==> config.mk <==
export PLATFORM = sky130hd
export DESIGN_NAME = alu_op_sequencer_flat
export DESIGN_NICKNAME = d
export VERILOG_FILES = /design/src/rtl/alu_pkg.sv /design/src/rtl/alu_op_sequencer_if.sv /design/src/rtl/alu_cmd_fifo.sv /design/src/rtl/alu_op_sequencer.sv /design/src/flat_wrapper.sv
export SDC_FILE = /design/constraint.sdc
export NUM_CORES = 1
export LEC_CHECK = 0
export ABC_AREA = 1
export CORE_UTILIZATION = 37
export CTS_BUF_LIST = sky130_fd_sc_hd__clkbuf_8
export CTS_CLUSTER_SIZE = 8
export DETAILED_ROUTE_END_ITERATION = 8
export GPL_TIMING_DRIVEN = 0
export PLACE_DENSITY = 0.66
export SETUP_SLACK_MARGIN = 0.1
export SLEW_MARGIN = 10
export SYNTH_ARGS = -nofsm -noshare
export SYNTH_HDL_FRONTEND = slang
export SYNTH_HIERARCHICAL = 1
export SYNTH_SLANG_ARGS = --single-unit
==> constraint.sdc <==
create_clock -name clk -period 3 [get_ports clk]
set_input_delay 0.75 -clock clk [delete_from_list [all_inputs] [get_ports clk]]
set_output_delay 0.75 -clock clk [all_outputs]
set_load 0.005 [all_outputs]
==> src/rtl/alu_pkg.sv <==
// rtl/alu_pkg.sv - shared ALU widths, select codes and sequencer state encoding
package alu_pkg;

    localparam int ALU_W     = 6;
    localparam int ALU_SEL_W = 4;

    localparam logic [ALU_SEL_W-1:0] SEL_CLEAR = 4'b0000;
    localparam logic [ALU_SEL_W-1:0] SEL_SET   = 4'b1111;

    typedef enum logic [1:0] {
        ST_IDLE    = 2'd0,
        ST_ISSUE   = 2'd1,
        ST_CAPTURE = 2'd2,
        ST_HOLD    = 2'd3
    } seq_state_t;

endpackage

==> src/rtl/alu_op_sequencer_if.sv <==
// rtl/alu_op_sequencer_if.sv - command and result handshake bundle of the ALU sequencer
interface alu_op_sequencer_if
    import alu_pkg::*;
#(
    parameter int WIDTH = ALU_W,
    parameter int SEL_W = ALU_SEL_W
);
    logic             cmd_valid;
    logic             cmd_ready;
    logic [SEL_W-1:0] cmd_sel;
    logic [WIDTH-1:0] cmd_a;
    logic [WIDTH-1:0] cmd_b;
    logic             cmd_acc;
    logic             res_valid;
    logic             res_ready;
    logic [WIDTH-1:0] res_data;

    modport slave (
        input  cmd_valid, cmd_sel, cmd_a, cmd_b, cmd_acc, res_ready,
        output cmd_ready, res_valid, res_data
    );

    modport master (
        output cmd_valid, cmd_sel, cmd_a, cmd_b, cmd_acc, res_ready,
        input  cmd_ready, res_valid, res_data
    );

endinterface

==> src/rtl/alu_cmd_fifo.sv <==
// rtl/alu_cmd_fifo.sv - synchronous command FIFO, wrap detected via pointer MSB
module alu_cmd_fifo #(
    parameter int DW    = 17,
    parameter int DEPTH = 4
) (
    input  logic                     clk,
    input  logic                     rst_n,
    input  logic                     push_i,
    input  logic [DW-1:0]            wdata_i,
    input  logic                     pop_i,
    output logic [DW-1:0]            rdata_o,
    output logic                     full_o,
    output logic                     empty_o,
    output logic [$clog2(DEPTH):0]   count_o
);

    localparam int AW = $clog2(DEPTH);

    logic [DW-1:0] mem_q [DEPTH];
    logic [AW:0]   wr_ptr_q;
    logic [AW:0]   rd_ptr_q;
    logic          do_push;
    logic          do_pop;

    assign full_o  = (wr_ptr_q[AW] != rd_ptr_q[AW]) && (wr_ptr_q[AW-1:0] == rd_ptr_q[AW-1:0]);
    assign empty_o = (wr_ptr_q == rd_ptr_q);
    assign count_o = wr_ptr_q - rd_ptr_q;
    assign do_push = push_i && !full_o;
    assign do_pop  = pop_i && !empty_o;
    assign rdata_o = mem_q[rd_ptr_q[AW-1:0]];

    always_ff @(posedge clk) begin
        if (!rst_n) begin
            wr_ptr_q <= '0;
            rd_ptr_q <= '0;
        end else begin
            if (do_push) begin
                wr_ptr_q <= wr_ptr_q + 1'b1;
            end
            if (do_pop) begin
                rd_ptr_q <= rd_ptr_q + 1'b1;
            end
        end
    end

    // Storage needs no reset: the pointers alone define which entries are live.
    always_ff @(posedge clk) begin
        if (do_push) begin
            mem_q[wr_ptr_q[AW-1:0]] <= wdata_i;
        end
    end

endmodule

==> src/rtl/alu_op_sequencer.sv <==
// rtl/alu_op_sequencer.sv - queues ALU commands, drives the ALU, captures and returns results
module alu_op_sequencer
    import alu_pkg::*;
#(
    parameter int WIDTH         = ALU_W,
    parameter int SEL_W         = ALU_SEL_W,
    parameter int FIFO_DEPTH    = 4,
    parameter int SETTLE_CYCLES = 1
) (
    input  logic                clk,
    input  logic                rst_n,
    alu_op_sequencer_if.slave   bus,
    output logic [SEL_W-1:0]    alu_sel,
    output logic [WIDTH-1:0]    alu_a,
    output logic [WIDTH-1:0]    alu_b,
    input  logic [WIDTH-1:0]    alu_x,
    output logic                busy
);

    localparam int EW = SEL_W + 2 * WIDTH + 1;
    localparam int AW = $clog2(FIFO_DEPTH);
    localparam int CW = (SETTLE_CYCLES > 1) ? $clog2(SETTLE_CYCLES) : 1;
    localparam logic [CW-1:0] CNT_LAST = CW'(SETTLE_CYCLES - 1);

    seq_state_t       state_q, state_d;
    logic [CW-1:0]    cnt_q, cnt_d;
    logic [SEL_W-1:0] alu_sel_q, alu_sel_d;
    logic [WIDTH-1:0] alu_a_q, alu_a_d;
    logic [WIDTH-1:0] alu_b_q, alu_b_d;
    logic [WIDTH-1:0] res_data_q, res_data_d;
    logic             res_valid_q, res_valid_d;
    logic [WIDTH-1:0] acc_q, acc_d;

    logic             push;
    logic             pop;
    logic             fifo_full;
    logic             fifo_empty;
    logic [AW:0]      fifo_count;
    logic [EW-1:0]    head;
    logic [SEL_W-1:0] head_sel;
    logic [WIDTH-1:0] head_a;
    logic [WIDTH-1:0] head_b;
    logic             head_acc;

    assign push          = bus.cmd_valid && !fifo_full;
    assign bus.cmd_ready = !fifo_full;
    assign {head_sel, head_a, head_b, head_acc} = head;

    alu_cmd_fifo #(
        .DW    (EW),
        .DEPTH (FIFO_DEPTH)
    ) u_fifo (
        .clk     (clk),
        .rst_n   (rst_n),
        .push_i  (push),
        .wdata_i ({bus.cmd_sel, bus.cmd_a, bus.cmd_b, bus.cmd_acc}),
        .pop_i   (pop),
        .rdata_o (head),
        .full_o  (fifo_full),
        .empty_o (fifo_empty),
        .count_o (fifo_count)
    );

    always_comb begin
        state_d     = state_q;
        cnt_d       = cnt_q;
        alu_sel_d   = alu_sel_q;
        alu_a_d     = alu_a_q;
        alu_b_d     = alu_b_q;
        res_data_d  = res_data_q;
        res_valid_d = res_valid_q;
        acc_d       = acc_q;
        pop         = 1'b0;

        case (state_q)
            ST_IDLE: begin
                pop = !fifo_empty;
            end
            ST_ISSUE: begin
                // alu_x is sampled exactly once, on the edge leaving the settle window.
                if (cnt_q == CNT_LAST) begin
                    res_data_d = alu_x;
                    state_d    = ST_CAPTURE;
                end else begin
                    cnt_d = cnt_q + CW'(1);
                end
            end
            ST_CAPTURE: begin
                acc_d       = res_data_q;
                res_valid_d = 1'b1;
                state_d     = ST_HOLD;
            end
            ST_HOLD: begin
                if (bus.res_ready) begin
                    res_valid_d = 1'b0;
                    if (fifo_empty) begin
                        state_d = ST_IDLE;
                    end else begin
                        pop = 1'b1;
                    end
                end
            end
            default: begin
                state_d = ST_IDLE;
            end
        endcase

        // Pops only happen after CAPTURE, so acc_q already holds the previous result.
        if (pop) begin
            state_d   = ST_ISSUE;
            cnt_d     = '0;
            alu_sel_d = head_sel;
            alu_a_d   = head_acc ? acc_q : head_a;
            alu_b_d   = head_b;
        end
    end

    always_ff @(posedge clk) begin
        if (!rst_n) begin
            state_q     <= ST_IDLE;
            cnt_q       <= '0;
            alu_sel_q   <= '0;
            alu_a_q     <= '0;
            alu_b_q     <= '0;
            res_data_q  <= '0;
            res_valid_q <= 1'b0;
            acc_q       <= '0;
        end else begin
            state_q     <= state_d;
            cnt_q       <= cnt_d;
            alu_sel_q   <= alu_sel_d;
            alu_a_q     <= alu_a_d;
            alu_b_q     <= alu_b_d;
            res_data_q  <= res_data_d;
            res_valid_q <= res_valid_d;
            acc_q       <= acc_d;
        end
    end

    assign alu_sel       = alu_sel_q;
    assign alu_a         = alu_a_q;
    assign alu_b         = alu_b_q;
    assign bus.res_valid = res_valid_q;
    assign bus.res_data  = res_data_q;
    assign busy          = (fifo_count != '0) || (state_q != ST_IDLE);

endmodule

==> src/flat_wrapper.sv <==
// flat-port wrapper written by rule: the top's interface ports become plain ports
module alu_op_sequencer_flat import alu_pkg::*;
#(
    parameter int WIDTH         = ALU_W,
    parameter int SEL_W         = ALU_SEL_W,
    parameter int FIFO_DEPTH    = 4,
    parameter int SETTLE_CYCLES = 1
)
  (clk, rst_n, alu_sel, alu_a, alu_b, alu_x, busy, bus_cmd_valid, bus_cmd_sel, bus_cmd_a, bus_cmd_b, bus_cmd_acc, bus_res_ready, bus_cmd_ready, bus_res_valid, bus_res_data);
  alu_op_sequencer_if #(.WIDTH(WIDTH), .SEL_W(SEL_W)) bus_i ();
  input  logic clk;
  input  logic rst_n;
  output logic [SEL_W-1:0] alu_sel;
  output logic [WIDTH-1:0] alu_a;
  output logic [WIDTH-1:0] alu_b;
  input  logic [WIDTH-1:0] alu_x;
  output logic busy;
  input wire logic [$bits(bus_i.cmd_valid)-1:0] bus_cmd_valid;
  input wire logic [$bits(bus_i.cmd_sel)-1:0] bus_cmd_sel;
  input wire logic [$bits(bus_i.cmd_a)-1:0] bus_cmd_a;
  input wire logic [$bits(bus_i.cmd_b)-1:0] bus_cmd_b;
  input wire logic [$bits(bus_i.cmd_acc)-1:0] bus_cmd_acc;
  input wire logic [$bits(bus_i.res_ready)-1:0] bus_res_ready;
  output wire logic [$bits(bus_i.cmd_ready)-1:0] bus_cmd_ready;
  output wire logic [$bits(bus_i.res_valid)-1:0] bus_res_valid;
  output wire logic [$bits(bus_i.res_data)-1:0] bus_res_data;
  assign bus_i.cmd_valid = bus_cmd_valid;
  assign bus_i.cmd_sel = bus_cmd_sel;
  assign bus_i.cmd_a = bus_cmd_a;
  assign bus_i.cmd_b = bus_cmd_b;
  assign bus_i.cmd_acc = bus_cmd_acc;
  assign bus_i.res_ready = bus_res_ready;
  assign bus_cmd_ready = bus_i.cmd_ready;
  assign bus_res_valid = bus_i.res_valid;
  assign bus_res_data = bus_i.res_data;
  alu_op_sequencer #(.WIDTH(WIDTH), .SEL_W(SEL_W), .FIFO_DEPTH(FIFO_DEPTH), .SETTLE_CYCLES(SETTLE_CYCLES)) u_core (.clk(clk), .rst_n(rst_n), .bus(bus_i), .alu_sel(alu_sel), .alu_a(alu_a), .alu_b(alu_b), .alu_x(alu_x), .busy(busy));
endmodule
==> results_dict.tcl <==
set metrics [dict create \
    row_count 39 \
    yosysWarnings 6 \
    dpl.cell_count 615 \
    final_min_period_ps 2780 \
    setup-violations-final 0 \
    final-seq-area_sq_um 2830 \
    initial_antenna_violation_count 0 \
    drt.antenna.violating_nets 0 \
    initialDrtViolationCount 212 \
    n_antenna_cell 0 \
    worst_ir_drop_vdd_mv 0.343 \
    floorplan.die.width_um 111 \
    power_frac_comb_pct 36.8 \
    cts_tree "built" \
    numCtsBuffers 9 \
    clockPowerShare_pct 19.6 \
    syn-cell-area_sq_um 4390 \
    place.port_buffers 51 \
    clk_pin_slew_worst_paths_ps 100 \
    p_sw_share_pct 35.6 \
    multiInputGateArea_sq_um 1340 \
    synth.avg_cell_area_sq_um 10.5 \
    detail_route.wl_per_cell_um 14.4 \
    share_seq_of_total_power_pct 43.6 \
    grt_pass1_wl_um 15100 \
    totalPowerFinal_mw 4.36 \
    rsz0062_at_grt "true" \
    io_pins 52 \
    max_stage_delay_ps 430 \
    place_worst_setup_slack_ps 241 \
    die_area_sq_um 12300 \
    ys_seq_elements 107 \
    totalWireLength_um 9080 \
    drive_gt1_share_pct 11.9 \
    nFillCells 1038 \
    finalHoldViolations 0 \
    headroom_to_the_max_slew_limit_pct 60.8 \
    effective_utilization_at_floorplan_pct 38.3 \
    result_of_the_run "completed" \
    place_hpwl_um 6460 \
    clockBufferDepth 2 \
    grt_overflow 0 \
    detail_route.first_pass.iterations 4 \
    timing.rr.end "u_core/u_fifo/mem_q[0][2]" \
    fmax_mhz 360 \
    critical_path.reg2reg.startpoint "u_core/u_fifo/wr_ptr_q[0]" \
    power-per-cell-area_nw_per_um2 816 \
    post-route-cell-area_sq_um 5340 \
    clk_latency_ps 370 \
    cpMaxStageDelayCell "sky130_fd_sc_hd__clkdlybuf4s50_1" \
    cts_max_level 3 \
    placeableCoreArea_sq_um 11500 \
    timing.critical_path.arrival_ps 2030 \
    post_drt_via_cell_ratio 4.73 \
    fin_crit_sh_pct 92.7 \
    routed-via-count 2987 \
    crit_path_cell_trace "inv_1 > ha_1 > nand2_1 > inv_1 > nand3_4 > inv_1 > inv_1 > clkdlybuf4s50_1" \
    seq_area_frac_synth_pct 64.3 \
    timing.hold.worst_endpoint "u_core/bus.res_valid" \
    dieHeight_um 111 \
    maximum_number_of_pins_on_one_net_before_global_route_repair 19 \
    finalNonFillerCells 632 \
    synth_area_leader_cell "sky130_fd_sc_hd__edfxtp_1" \
    gr-usage-all-layers_pct 15.9 \
    cts.sinks 107 \
    finalNetCount 524 \
    dpl_cell_area_sq_um 5130 \
    crit_fanout 7 \
    clock_tree.root_cell "sky130_fd_sc_hd__clkbuf_8" \
    critPathKind "reg -> out" \
    static-leakage-power_nw 2.05 \
    synthDominantCellAreaShare_pct 46.5 \
    critPathCaptureType "output port" \
    critical-path-top-delay-family "buffers and inverters" \
    area_growth_syn_to_layout_pct 21.8 \
    layout_setup_ws_ps 219 \
    worstHoldPathCells 2 \
    tightest_slew_ps 587 \
    cts_hold_repair.buffers 0 \
    reg2reg_setup_slack_ps 370 \
    synth_cell_type_count 33 \
    finalWeightedCongestion 0.759 \
    cpMostUsedCell "sky130_fd_sc_hd__inv_1" \
    beginning_of_the_worst_hold_path "u_core/bus.res_valid" \
    postSynthNetCount 457 \
    vias_in_the_first_global_route 2932 \
    final_max_slew_viol_count 0 \
    cp.buffers_inverters 5 \
    worstPathRequired_ps 2250 \
    cap_violations 0 \
    p_switching_mw 1.55 \
    critPathLaunchType "flop" \
    p_int_mw 2.81 \
    yosys-top-cells-area "sky130_fd_sc_hd__edfxtp_1, sky130_fd_sc_hd__dfxtp_1, sky130_fd_sc_hd__nor2_1, sky130_fd_sc_hd__o21ai_0, sky130_fd_sc_hd__ha_1" \
    cells_after_synth 417 \
    hold_path_class "reg -> reg" \
    detail_route.drc_violations 0 \
    clock_skew_ps 6.54 \
    timing.reg2reg.worst_path_depth 10 \
]
-- cells in the mapped netlist, drive strengths merged --
| cell type | number |
|---|---|
| dfxtp | 39 |
| clkbuf | 5 |
| nand2 | 34 |
| o211ai | 2 |
| edfxtp | 68 |
| fa | 1 |
| ha | 12 |
| o21ai | 68 |
| nand3 | 6 |
| nor2 | 106 |
| o22ai | 17 |
| nand3b | 1 |
| a21oi | 9 |
| buf | 11 |
| or2 | 1 |
| inv | 35 |
| xor2 | 1 |
| nor3 | 1 |
-- area by class of cell --
type | count | area share, %
clock inverters | 5 | 0.796
well taps | 143 | 3.35
inverters | 35 | 2.60
plain buffers | 16 | 1.90
flip-flops and latches | 107 | 52.9
repair buffers | 56 | 10.6
multi-input cells | 259 | 25.1
clock buffers | 11 | 2.83
-- per-layer routing --
layer / wire [um] / vias up / track usage, %
met2: 4380 / 77 / 25.7
met3: 446 / 11 / 3.23
met1: 4080 / 1360 / 20.2
met4: 168 / 0 / 8.00
met5: 0 / - / 0
li1: - / 1539 / -
-- kinds of logic (layout without fill, tap and decap cells) --
logic type	after synthesis	count (layout)	share of synthesized area (%)
AO/OA/AOI/OAI	96	96	11.6
flip-flops	107	107	64.3
XOR/XNOR	1	1	0.200
AND/OR/NAND/NOR	149	149	14.5
buffers and inverters	51	123	5.48
adder cells (fa/ha/maj)	13	13	3.88
-- layout by cell type (no fill, tap or decap), types with 4 or more instances in the layout --
cell	n
sky130_fd_sc_hd__clkbuf_1	4
sky130_fd_sc_hd__edfxtp_1	68
sky130_fd_sc_hd__clkbuf_8	11
sky130_fd_sc_hd__o21ai_1	8
sky130_fd_sc_hd__nor2_2	5
sky130_fd_sc_hd__inv_1	30
sky130_fd_sc_hd__o21ai_0	60
sky130_fd_sc_hd__nand2_2	5
sky130_fd_sc_hd__buf_2	7
sky130_fd_sc_hd__a21oi_1	8
sky130_fd_sc_hd__dfxtp_1	37
sky130_fd_sc_hd__ha_1	12
sky130_fd_sc_hd__buf_6	4
sky130_fd_sc_hd__o22ai_1	17
sky130_fd_sc_hd__nand2_1	28
sky130_fd_sc_hd__clkdlybuf4s50_1	50
sky130_fd_sc_hd__nor2_1	100
-- registers in the layout (all words and copies together) (netlist names), named ones only --
register                cells
u_core/acc_q                6
u_core/alu_a                6
u_core/alu_b                6
u_core/alu_sel              4
u_core/bus.res_data         6
u_core/bus.res_valid        1
u_core/state_q              2
u_core/u_fifo/mem_q        68
u_core/u_fifo/rd_ptr_q      3
u_core/u_fifo/wr_ptr_q      3
-- stage by stage --
stage	hold slack, ps	util, %	setup TNS [ps]
2_1_floorplan	460	-	0
3_3_place_gp	454	44.3	-25040
3_5_place_dp	463	44.8	0
4_1_cts	490	46.5	0
5_1_grt	526	46.6	0
6_report	486	46.6	0
-- power groups by stage --
stage / Clock, mW / Sequential [mW] / Combinational, mW
final: 0.852 / 1.90 / 1.60
after global routing: 0.929 / 1.93 / 1.79
after CTS: 0.877 / 1.90 / 1.61
after detailed placement: 0 / 1.94 / 1.61
after global placement: 0 / 1.93 / 1.57
after floorplan: 0 / 1.92 / 1.01
-- worst reg2reg max path, delay by kind of cell, from the launching register on --
kind / cells / cell delay, ps
fa+ha+maj: 1 / 310
simple gates: 5 / 1200
buf+inv: 4 / 500
flops: 1 / 340
-- worst max path at each step --
stage	startpoint	endpoint	slack, ps	depth (start not counted)
2_1_floorplan	u_core/u_fifo/wr_ptr_q[0]	u_core/u_fifo/mem_q[0][0]	390	9
3_3_place_gp	bus_cmd_valid	u_core/u_fifo/mem_q[3][5]	-410	5
3_5_place_dp	u_core/u_fifo/wr_ptr_q[0]	u_core/u_fifo/mem_q[3][6]	240	10
4_1_cts	u_core/u_fifo/rd_ptr_q[1]	bus_cmd_ready	140	8
5_1_grt	u_core/u_fifo/wr_ptr_q[0]	bus_cmd_ready	70	8
6_report	u_core/u_fifo/wr_ptr_q[0]	bus_cmd_ready	220	8
-- repair_timing --
item,4_1_cts,5_1_grt
gates resized for setup,2,2
pin swaps,0,0
cloned,0,0
endpoints found under the setup margin,2,2
buffers inserted,1,0
Power figures use the tool's default switching activity.
